===== config.mk =====
export PLATFORM = sky130hd
export DESIGN_NAME = acq_str
export DESIGN_NICKNAME = d
export VERILOG_FILES = /design/src/rtl/acq_str.sv
export SDC_FILE = /design/constraint.sdc
export NUM_CORES = 1
export LEC_CHECK = 0
export BUFFER_PORTS_ARGS = -buffer_cell sky130_fd_sc_hd__buf_4
export CORE_MARGIN = 2
export CORE_UTILIZATION = 52
export CTS_CLUSTER_DIAMETER = 40
export DETAILED_ROUTE_END_ITERATION = 10
export GPL_ROUTABILITY_DRIVEN = 0
export PLACE_DENSITY_LB_ADDON = 0.05
export SLEW_MARGIN = 20
export SYNTH_ARGS = -nofsm -noshare
export SYNTH_HDL_FRONTEND = slang
export SYNTH_SLANG_ARGS = --single-unit
export TNS_END_PERCENT = 10

===== constraint.sdc =====
create_clock -name clk -period 5.22 [get_ports clk]
set_input_delay 1.044 -clock clk [delete_from_list [all_inputs] [get_ports clk]]
set_output_delay 1.044 -clock clk [all_outputs]
set_load 0.02 [all_outputs]

===== src/rtl/acq_str.sv =====
// Stream acquire: gates an AXI4-stream sample flow into one framed acquisition
// (pre-trigger samples, trigger, post-trigger samples) with TLAST on the final sample.
module acq_str #(
  parameter int unsigned DN = 1,
  parameter int unsigned DW = 14,
  parameter int unsigned CW = 32
) (
  input  logic               clk,
  input  logic               rstn,
  // input stream
  input  logic [DN*DW-1:0]   sti_tdata,
  input  logic [DN-1:0]      sti_tkeep,
  input  logic               sti_tvalid,
  output logic               sti_tready,
  // framed output stream
  output logic [DN*DW-1:0]   sto_tdata,
  output logic [DN-1:0]      sto_tkeep,
  output logic               sto_tvalid,
  output logic               sto_tlast,
  input  logic               sto_tready,
  // control / status / events
  input  logic               ctl_rst,
  input  logic               ctl_str,
  output logic               sts_str,
  input  logic               ctl_stp,
  output logic               sts_stp,
  input  logic               ctl_trg,
  output logic               sts_trg,
  output logic               evn_lst,
  input  logic [CW-1:0]      cfg_pre,
  input  logic [CW-1:0]      cfg_pst,
  output logic [CW-1:0]      sts_pre,
  output logic [CW-1:0]      sts_pst,
  output logic               sts_acq
);

  localparam int unsigned CW1 = CW + 1;
  localparam logic [CW-1:0] CNT_MAX = '1;

  typedef enum logic [1:0] {IDLE, PRE, ARM, PST} state_t;

  state_t        state;
  logic          xfer;
  logic          lst;
  logic          pre_done;
  logic [CW-1:0] pre_inc;

  // Zero-latency data path; samples are drained and dropped while idle.
  assign sti_tready = sts_acq ? sto_tready : 1'b1;
  assign xfer       = sti_tvalid & sti_tready;
  assign sto_tdata  = sti_tdata;
  assign sto_tkeep  = sti_tkeep;
  assign sto_tvalid = sti_tvalid & sts_acq;

  // Final post sample, suppressed when a higher-priority control ends the frame.
  assign lst       = (state == PST) && (sts_pst == cfg_pst) && !(ctl_rst || ctl_stp || ctl_str);
  assign sto_tlast = lst;

  assign pre_done = ({1'b0, sts_pre} + CW1'(xfer)) >= {1'b0, cfg_pre};
  assign pre_inc  = (sts_pre == CNT_MAX) ? sts_pre : sts_pre + CW'(1);

  always_ff @(posedge clk) begin
    sts_str <= 1'b0;
    sts_stp <= 1'b0;
    sts_trg <= 1'b0;
    evn_lst <= 1'b0;
    if (!rstn || ctl_rst) begin
      state   <= IDLE;
      sts_acq <= 1'b0;
      sts_pre <= '0;
      sts_pst <= '0;
    end else if (ctl_stp && sts_acq) begin
      // counters are left untouched for readout
      state   <= IDLE;
      sts_acq <= 1'b0;
      sts_stp <= 1'b1;
    end else if (ctl_str) begin
      state   <= (cfg_pre != '0) ? PRE : ARM;
      sts_acq <= 1'b1;
      sts_pre <= '0;
      sts_pst <= '0;
      sts_str <= 1'b1;
    end else begin
      case (state)
        PRE: begin
          if (xfer) sts_pre <= pre_inc;
          if (pre_done) state <= ARM;
        end
        ARM: begin
          if (xfer) sts_pre <= pre_inc;
          if (ctl_trg) begin
            state   <= PST;
            sts_pst <= '0;
            sts_trg <= 1'b1;
          end
        end
        PST: begin
          if (xfer) begin
            sts_pst <= sts_pst + CW'(1);
            if (lst) begin
              state   <= IDLE;
              sts_acq <= 1'b0;
              evn_lst <= 1'b1;
            end
          end
        end
        default: ;
      endcase
    end
  end

endmodule


==> results of run 1 <==
-- report_power, final --
part	internal [uW]	switching, uW
logic	62.7	63.4
clock network	285	233
registers	543	3.04
-- stage by stage --
stage | setup slack (ps) | area [um2] | instances | hold WS, ps | util, %
final | 642 | 6580 | 927 | 529 | 67.0
after global routing | 314 | 6580 | 927 | 569 | 67.0
after CTS | 667 | 6580 | 927 | 536 | 67.0
after detailed placement | 278 | 6350 | 911 | 521 | 64.7
after global placement | 519 | 6340 | 911 | 511 | 64.6
after floorplan | 574 | 5280 | 667 | 535 | -
-- per-layer routing --
layer,vias to the layer above,global-route usage (%),share of wire (%),wire [um]
met4,0,7.90,2.1,316
li1,2549,-,-,-
met1,2411,38.8,46,6900
met5,-,0,0,0
met2,213,41.2,44,6460
met3,34,4.99,7.9,1180
-- worst max-delay path, delay by kind of cell --
kind                       cells  cell delay, ps
xor gates and xnor gates       1             200
AOI/OAI and AO/OA              5             810
buffers and inverters          2             170
and+or+nand+nor                8            1540
muxes                          1             320
adders and majority gates      3             750
-- area by class of cell --
cell class                 instances  area [um2]
clock buffer                      10         138
clock inverter                     6        91.3
fill                             887        3240
inverter                          45         169
multi-input combinational        517        3500
sequential                        71        1420
tap                              133         166
timing repair buffer             145        1090
-- layout by cell type (no fill, tap or decap), types with 5 or more instances in the layout --
| master | count |
|---|---|
| xnor2_1 | 50 |
| or3_1 | 14 |
| and2_1 | 5 |
| dfxtp_1 | 71 |
| xor2_1 | 59 |
| nor4_1 | 21 |
| nand4_1 | 21 |
| o21ai_0 | 20 |
| buf_4 | 145 |
| clkbuf_8 | 10 |
| nand2_1 | 50 |
| ha_1 | 40 |
| and3_1 | 9 |
| nand2b_1 | 6 |
| nor3_1 | 21 |
| nand3_1 | 30 |
| a21oi_1 | 30 |
| nor2_1 | 83 |
| inv_1 | 45 |
| and4_1 | 9 |
-- synthesized netlist by cell type (3+ instances only) --
cell type,instances
nor2_1,83
dfxtp_1,71
xor2_1,59
clkbuf_1,10
nand2b_1,6
nor3_1,21
o211ai_1,3
nand3_1,30
nor4_1,21
nand4_1,21
o21ai_0,20
ha_1,40
nand2_1,50
a31oi_1,3
buf_4,15
inv_1,45
a21oi_1,30
xnor2_1,50
and4_1,9
buf_2,9
and3_1,9
or3_1,14
and2_1,5
-- how the worst max path moves through the flow --
stage / startpoint / to / slack (ps) / depth (start not counted)
CTS: sto_tready / state[0] / 670 / 20
finish: sto_tready / state[0] / 640 / 20
global route: sto_tready / state[0] / 310 / 20
floorplan: sto_tready / state[0] / 570 / 19
global placement: sto_tready / state[0] / 520 / 20
detailed placement: sto_tready / state[0] / 280 / 20
-- cells by family after synthesis --
logic type | synth area share, %
buffers and inverters | 6.90
xor gates and xnor gates | 18.1
muxes | 0.616
and+or+nand+nor | 29.7
DFF | 26.9
AOI/OAI and AO/OA | 8.30
adders and majority gates | 9.48
-- state kept, by name (all words and copies together) (netlist names) --
| register | count |
|---|---|
| sts_pre | 32 |
| sts_pst | 32 |
| state | 2 |
| evn_lst | 1 |
| sts_acq | 1 |
| sts_stp | 1 |
| sts_str | 1 |
| sts_trg | 1 |
==> metrics.md, run 1 <==
| Metric | Value |
|---|---|
| Min-delay src | `sts_pst[11]` |
| Die X | `about 100 um` |
| Syn nets | `roughly 790` |
| Remaining routing DRC violations | `0` |
| Fmax | `roughly 220 MHz` |
| Yosys reg bits | `71` |
| # hold bufs at CTS | `0` |
| Post-synth EDFFs | `0` |
| P&R area growth vs syn | `24.6%` |
| Setup repair bufs after CTS | `0` |
| Share of layout cells above drive strength 1 | `22.4%` |
| Layout Skew | `roughly 14 ps` |
| R2r endpoint | `state[0]` |
| Min-Delay Path Class | `flop to flop` |
| Pwr dens | `approximately 180 mW/mm2` |
| 1st-iter DRT viols | `297` |
| Relative max-transition margin | `28.6%` |
| CP Max Fanout | `5` |
| Detailed Routing Iterations Pass 1 | `5` |
| Layout Nets | `916` |
| Rows | `36` |
| Die Area | `0.0110 mm2` |
| Crit. End Element | `flop` |
| CP arrival | `4840 ps` |
| # IOs | `174` |
| Async set or reset register ratio after synthesis | `0%` |
| Status | `completed` |
| Reg2Reg Setup Slack | `between 1000 and 1500 ps` |
| Pwr Total | `1190 uW` |
| CTS tree | `done` |
| Sink Count | `71` |
| Leakage | `0.00295 uW` |
| WHS Path Cells | `2` |
| Yosys warning count | `0` |
| Top cells by area, synth | `dfxtp_1 (27%), xor2_1 (9.8%), ha_1 (9.5%)` |
| Cells on worst reg2reg path | `19` |
| Clock Path Buffers | `2` |
| Hpwl dp | `11,900 um` |
| RSZ-0062 raised after global routing | `no` |
| Number of global-route vias before repair | `4,778` |
| Seq/Total Area, Yosys | `around 27%` |
| Dominant cell type by area after synthesis | `dfxtp_1` |
| WS Path Type | `input pin to flop` |
| Cells after Synth | `roughly 670` |
| Data required time of the critical path | `5480 ps` |
| CTS buffer count | `9` |
| Tot GR Track Use | `between 20 and 30%` |
| Worst slew pin tran | `1070 ps` |
| Mapped Avg Cell Area | `7.91 um2` |
| Clock root buffer | `clkbuf_8` |
| First-pass GRT wire length | `24,000 um` |
| Via-to-Cell Ratio | `5.62` |
| Worst-Skew Late Latency | `around 370 ps` |
| I/O Buffers | `143` |
| Distinct cells, synth | `56` |
| Final setup violation count | `0` |
| Starting density of the core | `53.8%` |
| Worst-path cell with the longest stage delay | `nor3_1` |
| N_diodes | `0` |
| Total negative slack | `0 ps` |
| CP peak stage delay | `510 ps` |
| Cell chain of the critical path | `buf_4 -> nand2b_1 -> nand2_1 -> inv_1 -> ha_1 -> ha_1 -> nand2_1 -> nor4_2 -> nand2_1 -> nor3_1 -> nand3_1 -> xnor2_1 -> ha_1 -> a21o_1 -> a21o_1 -> a21oi_1 -> o211ai_1 -> a31o_2 -> nand2_1 -> mux2_2` |
| Most used DFF post-synth | `dfxtp_1` |
| Reported max-cap violation count | `0` |
| Worst-path clk slew | `80 ps` |
| Crit start category | `input pin` |
| Final Max Slew Viols | `0` |
| Reg-to-reg startpoint | `sts_acq` |
| Fin crit share | `87.7%` |
| Hold path endpoint | `sts_pst[11]` |
| Number of H-tree levels | `3` |
| Synth top area share | `26.9%` |
| Fin. Hold Viols | `0` |
| Chip height | `105 um` |
| Max VDD drop | `~150 uV` |
| Global route overflow | `0` |
| Total Wirelength | `about 15,000 um` |
| DRT antenna net count | `0` |
| Period minus WS final | `4580 ps` |
| Via count | `5,207` |
| Placeable Area | `0.00982 mm2` |
| WL/cell | `16.0 um` |
| Initial antenna violation count | `0` |
| CP most frequent cell | `nand2_1` |
| Largest net degree at the start of global routing | `31` |
| # resized after CTS | `0` |
| Post-Syn Area | `0.00528 mm2` |
(Power assumes the default switching activity.)
==> run 2, diff against run 1 <==
--- a/config.mk
+++ b/config.mk
@@ -6,9 +6,12 @@
 export NUM_CORES = 1
 export LEC_CHECK = 0
 export BUFFER_PORTS_ARGS = -buffer_cell sky130_fd_sc_hd__buf_4
+export CELL_PAD_IN_SITES_DETAIL_PLACEMENT = 0
+export CELL_PAD_IN_SITES_GLOBAL_PLACEMENT = 1
 export CORE_MARGIN = 2
-export CORE_UTILIZATION = 52
+export CORE_UTILIZATION = 37
 export CTS_CLUSTER_DIAMETER = 40
+export CTS_CLUSTER_SIZE = 20
 export DETAILED_ROUTE_END_ITERATION = 10
 export GPL_ROUTABILITY_DRIVEN = 0
 export PLACE_DENSITY_LB_ADDON = 0.05
==> metrics.md, run 2 (same netlist as run 1, synthesis figures left out) <==
| Metric | Value |
|---|---|
| Status | `completed` |
| Hpwl dp | `13,300 um (+12%)` |
| Chip height | `123 um (+18%)` |
| Share of layout cells above drive strength 1 | `22.4% (-0.028 points)` |
| Worst-Skew Late Latency | `340 ps (-30 ps)` |
| RSZ-0062 raised after global routing | `no` |
| Fin. Hold Viols | `0 (unchanged)` |
| Pwr dens | `197 mW/mm2 (+9.0%)` |
| Min-delay src | `sts_pst[11]` |
| CP arrival | `4780 ps (-60 ps)` |
| Max VDD drop | `172 uV (+16%)` |
| Sink Count | `71 (unchanged)` |
| Via-to-Cell Ratio | `5.22 (-7.0%)` |
| Worst Hold Slack | `542 ps (+13.5 ps)` |
| # IOs | `174 (unchanged)` |
| Most frequent cells in the layout | `buf_4 (146), nor2_1 (83), dfxtp_1 (71)` |
| Commonest non-fill, non-tap cell in the layout | `buf_4` |
| Layout Nets | `917 (+0.11%)` |
| Fmax | `220 MHz (+0.70%)` |
| Cells on worst reg2reg path | `17 (-2)` |
| Remaining routing DRC violations | `0 (unchanged)` |
| Crit start category | `input pin` |
| Worst-path clk slew | `60 ps (-20 ps)` |
| Total negative slack | `0 ps (unchanged)` |
| Final std cells w/o fill | `975 (+5.2%)` |
| Worst-path cell with the longest stage delay | `nor3_1` |
| Placed cells | `959 (+5.3%)` |
| Via count | `5,093 (-2.2%)` |
| 1st-iter DRT viols | `355 (+20%)` |
| Setup repair bufs after CTS | `0 (unchanged)` |
| Placeable Area | `0.0139 mm2 (+42%)` |
| Total Wirelength | `16,500 um (+11%)` |
| Reported max-cap violation count | `0 (unchanged)` |
| Number of global-route vias before repair | `4,880 (+2.1%)` |
| Detailed Routing Iterations Pass 1 | `7 (+2)` |
| DRT antenna net count | `0 (unchanged)` |
| WS Path Type | `input pin to flop` |
| Die X | `123 um (+18%)` |
| Leakage | `0.00299 uW (+1.2%)` |
| Crit. End Element | `flop` |
| # hold bufs at CTS | `0 (unchanged)` |
| First-pass GRT wire length | `25,900 um (+8.0%)` |
| Clock Path Buffers | `2 (unchanged)` |
| Global route overflow | `0 (unchanged)` |
| Data required time of the critical path | `5450 ps (-30 ps)` |
| Fin crit share | `87.1% (-0.61 points)` |
| R2r endpoint | `state[0]` |
| Filler cells | `1,391 (+57%)` |
| Worst slew pin tran | `1100 ps (+27.9 ps)` |
| CP peak stage delay | `430 ps (-80 ps)` |
| Number of H-tree levels | `3 (unchanged)` |
| Clock root buffer | `clkbuf_16` |
| Min-Delay Path Class | `flop to flop` |
| Largest net degree at the start of global routing | `33 (+6.5%)` |
| Period minus WS final | `4550 ps (-31.7 ps)` |
| CP delay by family, top | `simple AND/OR/NAND/NOR gates` |
| Worst Path Buf+Inv | `2 (unchanged)` |
| WL/cell | `16.9 um (+5.4%)` |
| Final Max Slew Viols | `0 (unchanged)` |
| Reg2Reg Setup Slack | `1080 ps (+50 ps)` |
| CTS buffer count | `9 (unchanged)` |
| N_diodes | `0 (unchanged)` |
| Starting density of the core | `37.9% (-16 points)` |
| Hold path endpoint | `sts_pst[11]` |
| WHS Path Cells | `2 (unchanged)` |
| Biggest regs | `sts_pre x32, sts_pst x32, state x2` |
| I/O Buffers | `143 (unchanged)` |
| Layout Skew | `6.61 ps (-7.02 ps)` |
| Tot GR Track Use | `22.2% (-4.9 points)` |
| P&R area growth vs syn | `27.4%` |
| CP Max Fanout | `5 (unchanged)` |
| CP most frequent cell | `nand2_1` |
| Final setup violation count | `0 (unchanged)` |
| Reg-to-reg startpoint | `sts_acq` |
| Pwr Total | `1330 uW (+11%)` |
| Rows | `43 (+19%)` |
| Cell chain of the critical path | `buf_4 -> nand2b_1 -> nand2_1 -> inv_1 -> ha_1 -> ha_1 -> nand2_1 -> nor4_2 -> nand2_1 -> nor3_1 -> xor2_1 -> ha_1 -> and4_1 -> a221oi_1 -> o21ai_0 -> a31o_2 -> nand2_1 -> mux2_2` |
| CTS tree | `done` |
| Relative max-transition margin | `26.9% (-1.8 points)` |
| Fin util | `48.2% (-19 points)` |
| Initial antenna violation count | `0 (unchanged)` |
| # resized after CTS | `0 (unchanged)` |
| Die Area | `0.0152 mm2 (+39%)` |
run 2: area by class of cell:
class | count | area (um2) | share of cell area [%]
Inverter | 45 | 169 | 2.51
Clock inverter | 2 | 37.5 | 0.558
Sequential cell | 71 | 1420 | 21.1
Clock buffer | 14 | 274 | 4.08
Multi-Input combinational cell | 517 | 3500 | 52.1
Tap cell | 180 | 225 | 3.35
Timing Repair Buffer | 146 | 1100 | 16.3
run 2: worst max-delay path by stage:
stage | end | slack, ps | startpoint | depth (start not counted)
after floorplan | state[0] | 570 | sto_tready | 19
after CTS | state[0] | 690 | sto_tready | 20
after detailed placement | state[0] | 340 | sto_tready | 20
after global routing | state[0] | 370 | sto_tready | 18
final | state[0] | 670 | sto_tready | 18
after global placement | state[0] | 430 | sto_tready | 20
run 2: report_power, final:
| part | internal (uW) | switching [uW] | leakage, uW | total (uW) |
|---|---|---|---|---|
| logic | 62.7 | 65.5 | 0.00227 | 128 |
| clock network | 410 | 242 | 0.000149 | 652 |
| registers | 544 | 2.86 | 0.000572 | 547 |
run 2: layer usage:
layer / vias up / track usage, % / wire [um]
li1: 2544 / - / -
met1: 2379 / 31.2 / 7800
met2: 150 / 33.3 / 7270
met3: 20 / 4.94 / 1120
met4: 0 / 7.46 / 285
met5: - / 0 / 0
run 2: stage by stage:
step	setup WS, ps	area [um2]
5_1_grt	371	6720
3_5_place_dp	342	6410
3_3_place_gp	433	6410
4_1_cts	694	6720
2_1_floorplan	574	5280
6_report	673	6720
run 2: worst min-delay path, delay by kind of cell (launching register included):
kind             cells  cell delay [ps]
flip-flops           1              360
AND/OR/NAND/NOR      1               80
AO/OA/AOI/OAI        1               50
